File: config.mk
export PLATFORM = sky130hd
export DESIGN_NAME = shared_mem_ctrl_flat
export DESIGN_NICKNAME = d
export VERILOG_FILES = /design/src/rtl/shared_mem_ctrl_if.sv /design/src/rtl/shared_mem_ctrl.sv /design/src/flat_wrapper.sv
export SDC_FILE = /design/constraint.sdc
export NUM_CORES = 2
export LEC_CHECK = 0
export ABC_AREA = 1
export BUFFER_PORTS_ARGS = -buffer_cell sky130_fd_sc_hd__buf_2
export CORE_MARGIN = 5
export CORE_UTILIZATION = 40
export CTS_BUF_LIST = sky130_fd_sc_hd__clkbuf_4
export CTS_CLUSTER_DIAMETER = 100
export CTS_CLUSTER_SIZE = 16
export DETAILED_ROUTE_END_ITERATION = 10
export GPL_TIMING_DRIVEN = 1
export PLACE_DENSITY = 0.61
export REMOVE_ABC_BUFFERS = 1
export SLEW_MARGIN = 10
export SYNTH_ARGS = -nofsm -noshare
export SYNTH_HDL_FRONTEND = slang
export SYNTH_SLANG_ARGS = --single-unit
File: constraint.sdc
create_clock -name clk -period 3.8 [get_ports clk]
set_clock_uncertainty 0.05 [all_clocks]
set_input_delay 0.76 -clock clk [delete_from_list [all_inputs] [get_ports clk]]
set_output_delay 0.76 -clock clk [all_outputs]
set_load 0.01 [all_outputs]
File: src/rtl/shared_mem_ctrl_if.sv
// shared_mem_ctrl_if: system address width and the shared cache/memory request-response port.
package system_widths_pkg;
    localparam int ADDR_W = 16;
endpackage

interface cache_mem_if;
    import system_widths_pkg::*;
    logic              mem_req_valid;
    logic              mem_req_ready;
    logic              mem_req_we;
    logic [ADDR_W-1:0] mem_req_addr;
    logic [7:0]        mem_req_write;
    logic              mem_resp_valid;
    logic [7:0]        mem_resp_data;
    modport slave (
        input  mem_req_valid, mem_req_we, mem_req_addr, mem_req_write,
        output mem_req_ready, mem_resp_valid, mem_resp_data
    );
    modport master (
        output mem_req_valid, mem_req_we, mem_req_addr, mem_req_write,
        input  mem_req_ready, mem_resp_valid, mem_resp_data
    );
endinterface

File: src/rtl/shared_mem_ctrl.sv
// shared_mem_ctrl: single-outstanding byte memory responder with a fixed response latency.
module shared_mem_ctrl #(
    parameter int DEPTH   = 256,
    parameter int LATENCY = 2
) (
    input logic       clk,
    input logic       resetN,
    cache_mem_if.slave mem_port
);
    localparam int IDX_W = $clog2(DEPTH);
    typedef enum logic [1:0] {IDLE, WAIT, RESP} state_t;
    state_t     state;
    logic [3:0] cnt;
    logic [7:0] mem [DEPTH];
    logic [IDX_W-1:0] idx;
    logic       unused_addr;
    // Upper address bits are deliberately dropped so addresses wrap onto the array.
    assign idx         = mem_port.mem_req_addr[IDX_W-1:0];
    assign unused_addr = ^mem_port.mem_req_addr;
    assign mem_port.mem_req_ready = (state == IDLE);
    always_ff @(posedge clk or negedge resetN) begin
        if (!resetN) begin
            state                   <= IDLE;
            cnt                     <= '0;
            mem_port.mem_resp_valid <= 1'b0;
            mem_port.mem_resp_data  <= 8'h00;
            mem                     <= '{default: 8'h00};
        end else begin
            case (state)
                IDLE: if (mem_port.mem_req_valid) begin
                    if (mem_port.mem_req_we) mem[idx] <= mem_port.mem_req_write;
                    mem_port.mem_resp_data <= mem_port.mem_req_we ? mem_port.mem_req_write : mem[idx];
                    if (LATENCY == 1) begin
                        state                   <= RESP;
                        mem_port.mem_resp_valid <= 1'b1;
                    end else begin
                        state <= WAIT;
                        cnt   <= 4'(LATENCY - 1);
                    end
                end
                WAIT: begin
                    cnt <= cnt - 4'd1;
                    if (cnt == 4'd1) begin
                        state                   <= RESP;
                        mem_port.mem_resp_valid <= 1'b1;
                    end
                end
                RESP: begin
                    state                   <= IDLE;
                    mem_port.mem_resp_valid <= 1'b0;
                end
                default: begin
                    state                   <= IDLE;
                    mem_port.mem_resp_valid <= 1'b0;
                end
            endcase
        end
    end
endmodule

File: src/flat_wrapper.sv
// flat-port wrapper written by rule: the top's interface ports become plain ports
module shared_mem_ctrl_flat 
#(
    parameter int DEPTH   = 256,
    parameter int LATENCY = 2
)
  (clk, resetN, mem_port_mem_req_valid, mem_port_mem_req_we, mem_port_mem_req_addr, mem_port_mem_req_write, mem_port_mem_req_ready, mem_port_mem_resp_valid, mem_port_mem_resp_data);
  cache_mem_if mem_port_i ();
  input logic clk;
  input logic resetN;
  input wire logic [$bits(mem_port_i.mem_req_valid)-1:0] mem_port_mem_req_valid;
  input wire logic [$bits(mem_port_i.mem_req_we)-1:0] mem_port_mem_req_we;
  input wire logic [$bits(mem_port_i.mem_req_addr)-1:0] mem_port_mem_req_addr;
  input wire logic [$bits(mem_port_i.mem_req_write)-1:0] mem_port_mem_req_write;
  output wire logic [$bits(mem_port_i.mem_req_ready)-1:0] mem_port_mem_req_ready;
  output wire logic [$bits(mem_port_i.mem_resp_valid)-1:0] mem_port_mem_resp_valid;
  output wire logic [$bits(mem_port_i.mem_resp_data)-1:0] mem_port_mem_resp_data;
  assign mem_port_i.mem_req_valid = mem_port_mem_req_valid;
  assign mem_port_i.mem_req_we = mem_port_mem_req_we;
  assign mem_port_i.mem_req_addr = mem_port_mem_req_addr;
  assign mem_port_i.mem_req_write = mem_port_mem_req_write;
  assign mem_port_mem_req_ready = mem_port_i.mem_req_ready;
  assign mem_port_mem_resp_valid = mem_port_i.mem_resp_valid;
  assign mem_port_mem_resp_data = mem_port_i.mem_resp_data;
  shared_mem_ctrl #(.DEPTH(DEPTH), .LATENCY(LATENCY)) u_core (.clk(clk), .resetN(resetN), .mem_port(mem_port_i));
endmodule
---- Word level (Yosys, flattened, before mapping) ----
Cells that the tools add are included.
operators by class
  $add $sub $neg .......................... 1
  $mul .................................... 0
  div/mod/pow operators ................... 0
  order comparisons ....................... 2
  equal/unequal tests ..................... 4
  shifts and indexed selects .............. 0
  muxes and demuxes ....................... 14
  bitwise logic cells ..................... 2
  reduce and logical (&&, ||, !) cells .... 8
operator list
  cell                   number
  $bwmux W2048           1
  $bmux W8 S8            1
  $demux W8 S8           1
  $mux W8                4
  $ge A9 B9 Y1 const B   1
  $lt A9 B1 Y1 const B   1
  $not A8 Y9             1
  $pmux W4 S2            1
  $reduce_and A2 Y1      4
  $eq A4 B1 Y1 const B   1
  $mux W2                2
  $mux W4                1
  $pmux W2 S2            1
  $sub A4 B1 Y4 const B  1
  $reduce_and A3 Y1      1
  $eq A2 B1 Y1 const B   1
  $logic_not A2 Y1       1
  $ne A2 B1 Y1 const B   1
  $ne A2 B2 Y1 const B   1
  $pmux W1 S2            1
  $reduce_bool A2 Y1     1
  $logic_and A1 B1 Y1    1
  $mux W1                1
  $not A1 Y1             1
word-level totals
  bits in registers ....................... 2063
  latch bits .............................. 0
  RAM bits ................................ 0
  bits in read-only memories .............. 0
  input bits .............................. 28
  output and inout bits ................... 10
  word-level logic and storage cells ...... 291
  memories kept ........................... 0

---- Longest topological paths before layout ----
  word-level depth ........................ 6
  gate-level depth with buffers ........... 19
  depth with buffers taken out ............ 15

---- Least setup slack after synthesis ----
No wires, ideal clock.
  path type ............................... input-to-reg
  start ................................... input mem_port_mem_req_addr[0]
  end ..................................... register u_core.mem_port.mem_resp_data[5]
  setup time .............................. 0.121 ns
  arrival time ............................ 2.178 ns
  required time ........................... 3.629 ns
  setup slack ............................. 1.451 ns
  stages on the path ...................... 19
  buffers on the path ..................... 4
  path through ............................ buf_4 inv_2 buf_6 buf_6 buf_6 nand2_1 nand2_1 nand2_1 nand3_1 nand2_1 nand2_1 nor2_1 nor2_1 nor2_1 nand2_1 nand2_1 nand2_1 o21bai_1 nand2_1
on the way
  longest elaborated chain between the ends .. 5
ends and longest elaborated chain
  what                                         RTL line                  source
  from (decl)                                  flat_wrapper.sv:13        input wire logic [$bits(mem_port_i.mem_req_addr)-1:0] mem_port_mem_req_addr;
  $not A8 Y9 (implied by the code)             shared_mem_ctrl.sv:32     mem_port.mem_resp_data <= mem_port.mem_req_we ? mem_port.mem_req_write : mem[idx];
  $bmux W8 S8                                  shared_mem_ctrl.sv:32
  $mux W8 (implied by the code) (2 in series)  shared_mem_ctrl.sv:32
  $mux W8                                      shared_mem_ctrl.sv:32
  to (signal assigned)                         shared_mem_ctrl.sv:32
  to (decl)                                    shared_mem_ctrl_if.sv:17  output mem_req_ready, mem_resp_valid, mem_resp_data
Every way passes these cells. The select of a mux whose other input is x is not followed.
A chain may end at the register's enable or synchronous reset.

---- Final worst setup path ----
  start ................................... input mem_port_mem_req_addr[0]
  end ..................................... register u_core.mem_port.mem_resp_data[1]
The elaborated chain is that of the path after synthesis.

==> impl_results.md <==
- Max Slew Vio Count: 0
- Die X-Extent: 499.7 um
- Total GRT Usage: 23.79%
- Clk root buf: clkbuf_4
- Fillers: 24.36k
- Leak pwr: 49.71 nW
- Area of the multi-input gates: 39650 sq um
- Final Hold Violating Endpoints: 0
- First-pass GRT wire length: 469200 um
- GPL Wtd Cong: 0.8717
- Total grt overflow: 0
- Post-synth ARST share: 100.0%
- Die Y: 499.7 um
- H-tree depth: 4
- Share of cells above drive strength 1: 5.445%
- Arrival time at the worst endpoint: 4910 ps
- Vias in the first global route: 77.35k
- P&R area growth vs syn: 5.134%
- Synth Area in XOR/XNOR: 0.01826%
- Worst skew pair latency: 1350 ps
- Sequential share of the synthesized area: 53.82%
- DRT iter0 DRCs: 9026
- Crit end category: flop
- Power per cell area: 348.5 nW/um^2
- Fmax: 272.9 MHz
- Critical path required time: 5040 ps
- FF/Latch Area: 51620 sq um
- Critical path cell sequence: buf_8 > inv_8 > buf_12 > buf_4 > nand2_1 > nand2_1 > nand2_1 > nand3_1 > nand2_1 > nand2_1 > nor2_1 > nor2_1 > nor2_1 > nand2_1 > nand2_1 > nand2_1 > dlygate4sd3_1 > o21bai_1 > dlygate4sd3_1 > nand2_1 > dlygate4sd3_1
- Final setup viols: 0
- Post-Synth Adder-Cell Area: 0.02609%
- Avg Cell Area, Syn: 7.702 sq um
- ANT nets after route: 0
- EDFF count, synth: 0
- Least-Margin Pin Slew: 1157 ps
- Core Rows: 179
- Clock buffer count from CTS: 147
- Via count: 81.41k
- Vias/cell: 5.333
- Routed wire length per instance: 19.76 um
- Most used cell, CP: nand2_1
- Worst path max stage delay: 560 ps
- Core ar.: 238300 sq um
- HP Class: primary input to asynchronous set/reset pin
- Mux contribution to synthesized area: 0%
- Worst Setup Start Kind: primary input
- Crit path from: mem_port_mem_req_addr[0]
- Setup repair bufs after CTS: 0
- Relative slew slack: 22.68%
- Most numerous cell in the Yosys netlist: nand2_1
- #FFs+latches synth: 2063
- Reg2reg setup slack: 210 ps
- Tmin final: 3664 ps
- Crit-path max FO: 100
- Nets: 12.10k
- Largest net degree at the start of global routing: 153
- Overall routed net length: 301600 um
- I/O Buffers: 29
- Synth cell count leaders: nand2_1, dfrtp_1, o21ai_0
- Leading area contributor after synthesis: dfrtp_1
- Type of the worst setup path: primary input to flop
- Synth Warn #: 0
- Period utilization: 96.43%
- Die area: 249700 sq um
- CTS tree: yes
- Initial antenna violation count: 10
- Main combinational cell family by area after synthesis: simple AND/OR/NAND/NOR gates
- IO Count: 38
- FF-to-FF Start: u_core.mem[1393]
- Detailed Routing Iterations Pass 1: 11
- Outcome: finished, violations left
- Worst hold slack: 138.0 ps
- VDD IR max: 0.2399 mV
- Library cells used by synthesis: 30
- CP max-delay cell: dlygate4sd3_1
- Max Cap Viol: 0
- Pre-CTS setup slack: 142.3 ps
- Simple-gate area share of the yosys netlist: 29.33%
- DRC Markers: 6
- Failing checks: DRC
- Maximum root-to-sink buffer count: 3
- Synth area leaders: dfrtp_1, nand2_1, o21ai_0, clkbuf_1, buf_2
- Top cell type's share of synthesized area: 53.82%
- Netlist Area Pre-Place: 95910 sq um
- Worst Slack Setup Final: 135.7 ps
- Complex-gate fraction of the synthesized area: 11.86%
- Mapped Cells: 12.45k
- Clk sinks: 2063
- Dominant synthesized flop cell: dfrtp_1
- Initial core utilization: 40.25%
- Reg clk slew, reported paths: 170 ps
- HPWL after detailed placement: 186600 um
[final timing paths]
path	to	cells after the start
worst max-delay path	u_core.mem_port.mem_resp_data[1]	21
worst min-delay path	u_core.mem[1103]	3
worst max register to register	u_core.mem_port.mem_resp_data[1]	16
worst min register to register	u_core.mem[694]	2
max in group asynchronous	u_core.mem[726]	4
min in group clk	u_core.mem[1838]	7
[per-layer routing]
layer | part of all wire (%) | vias up | track usage, %
met5 | 0 | - | 0
met4 | 3.7 | 0 | 8.635
met3 | 7.0 | 479 | 3.621
met2 | 45 | 2797 | 37.27
met1 | 45 | 39600 | 33.68
li1 | - | 38540 | -
[cell families after synthesis]
group / Yosys count
flops: 2063
compound gates: 2257
buf+inv: 934
xor+xnor: 2
fa+ha+maj: 2
simple gates: 7195
[where the power goes]
group / internal [mW] / switching, mW
logic: 0.799 / 2.58
registers: 22.4 / 0.280
clock network: 2.15 / 6.93
[cells in the final DEF (no fill, tap or decap), drive strengths merged]
cell type	instances
dfrtp	2063
clkinv	1
nor3	8
xor2	1
o21a	1
o21bai	8
inv	46
nand4	37
o22ai	4
clkinvlp	2
ha	2
bufinv	4
xnor2	1
dlygate4sd3	22
a22oi	22
nand3	250
nor2	331
buf	338
a21oi	78
o21ai	2144
nand2	6569
diode	15
clkbuf	152
[metrics by stage]
step | std cells | area [sq um] | TNS (ps) | util [%] | power, mW
detailed placement | 15060 | 99240 | 0 | 41.65 | 26.41
floorplan | 11560 | 91330 | -6691260 | - | 24.24
finish | 15270 | 100800 | 0 | 42.32 | 35.14
global placement | 15060 | 99240 | 0 | 41.65 | 26.33
global route | 15260 | 100800 | -22.03 | 42.31 | 36.51
CTS | 15250 | 100800 | 0 | 42.30 | 35.41
[flip-flops by register name, summed over array words and instances, names as in the netlist]
signal	flops
u_core.state	2
u_core.mem_port.mem_resp_valid	1
u_core.cnt	4
u_core.mem	2048
u_core.mem_port.mem_resp_data	8
[cell type report]
| cell class | instances | share of cell area [%] |
|---|---|---|
| sequential | 2063 | 51.19 |
| antenna | 15 | 0.03722 |
| tap | 3167 | 3.930 |
| clock buffer | 152 | 1.132 |
| multi-input combinational | 9456 | 39.32 |
| clock inverter | 13 | 0.1650 |
| timing repair buffer | 360 | 3.983 |
| inverter | 40 | 0.2407 |
[timing repair]
item,in CTS,in global routing
hold buffers,23,0
endpoints found under the setup margin,0,1
endpoints found under the hold margin,1769,0
gates resized for setup,0,2
[worst max-delay path: cells and delay by family]
kind | cells | cell delay, ps
simple gates | 13 | 890
compound gates | 1 | 70
buf+inv | 7 | 2980
No activity file was read; power rests on OpenSTA's default activity.
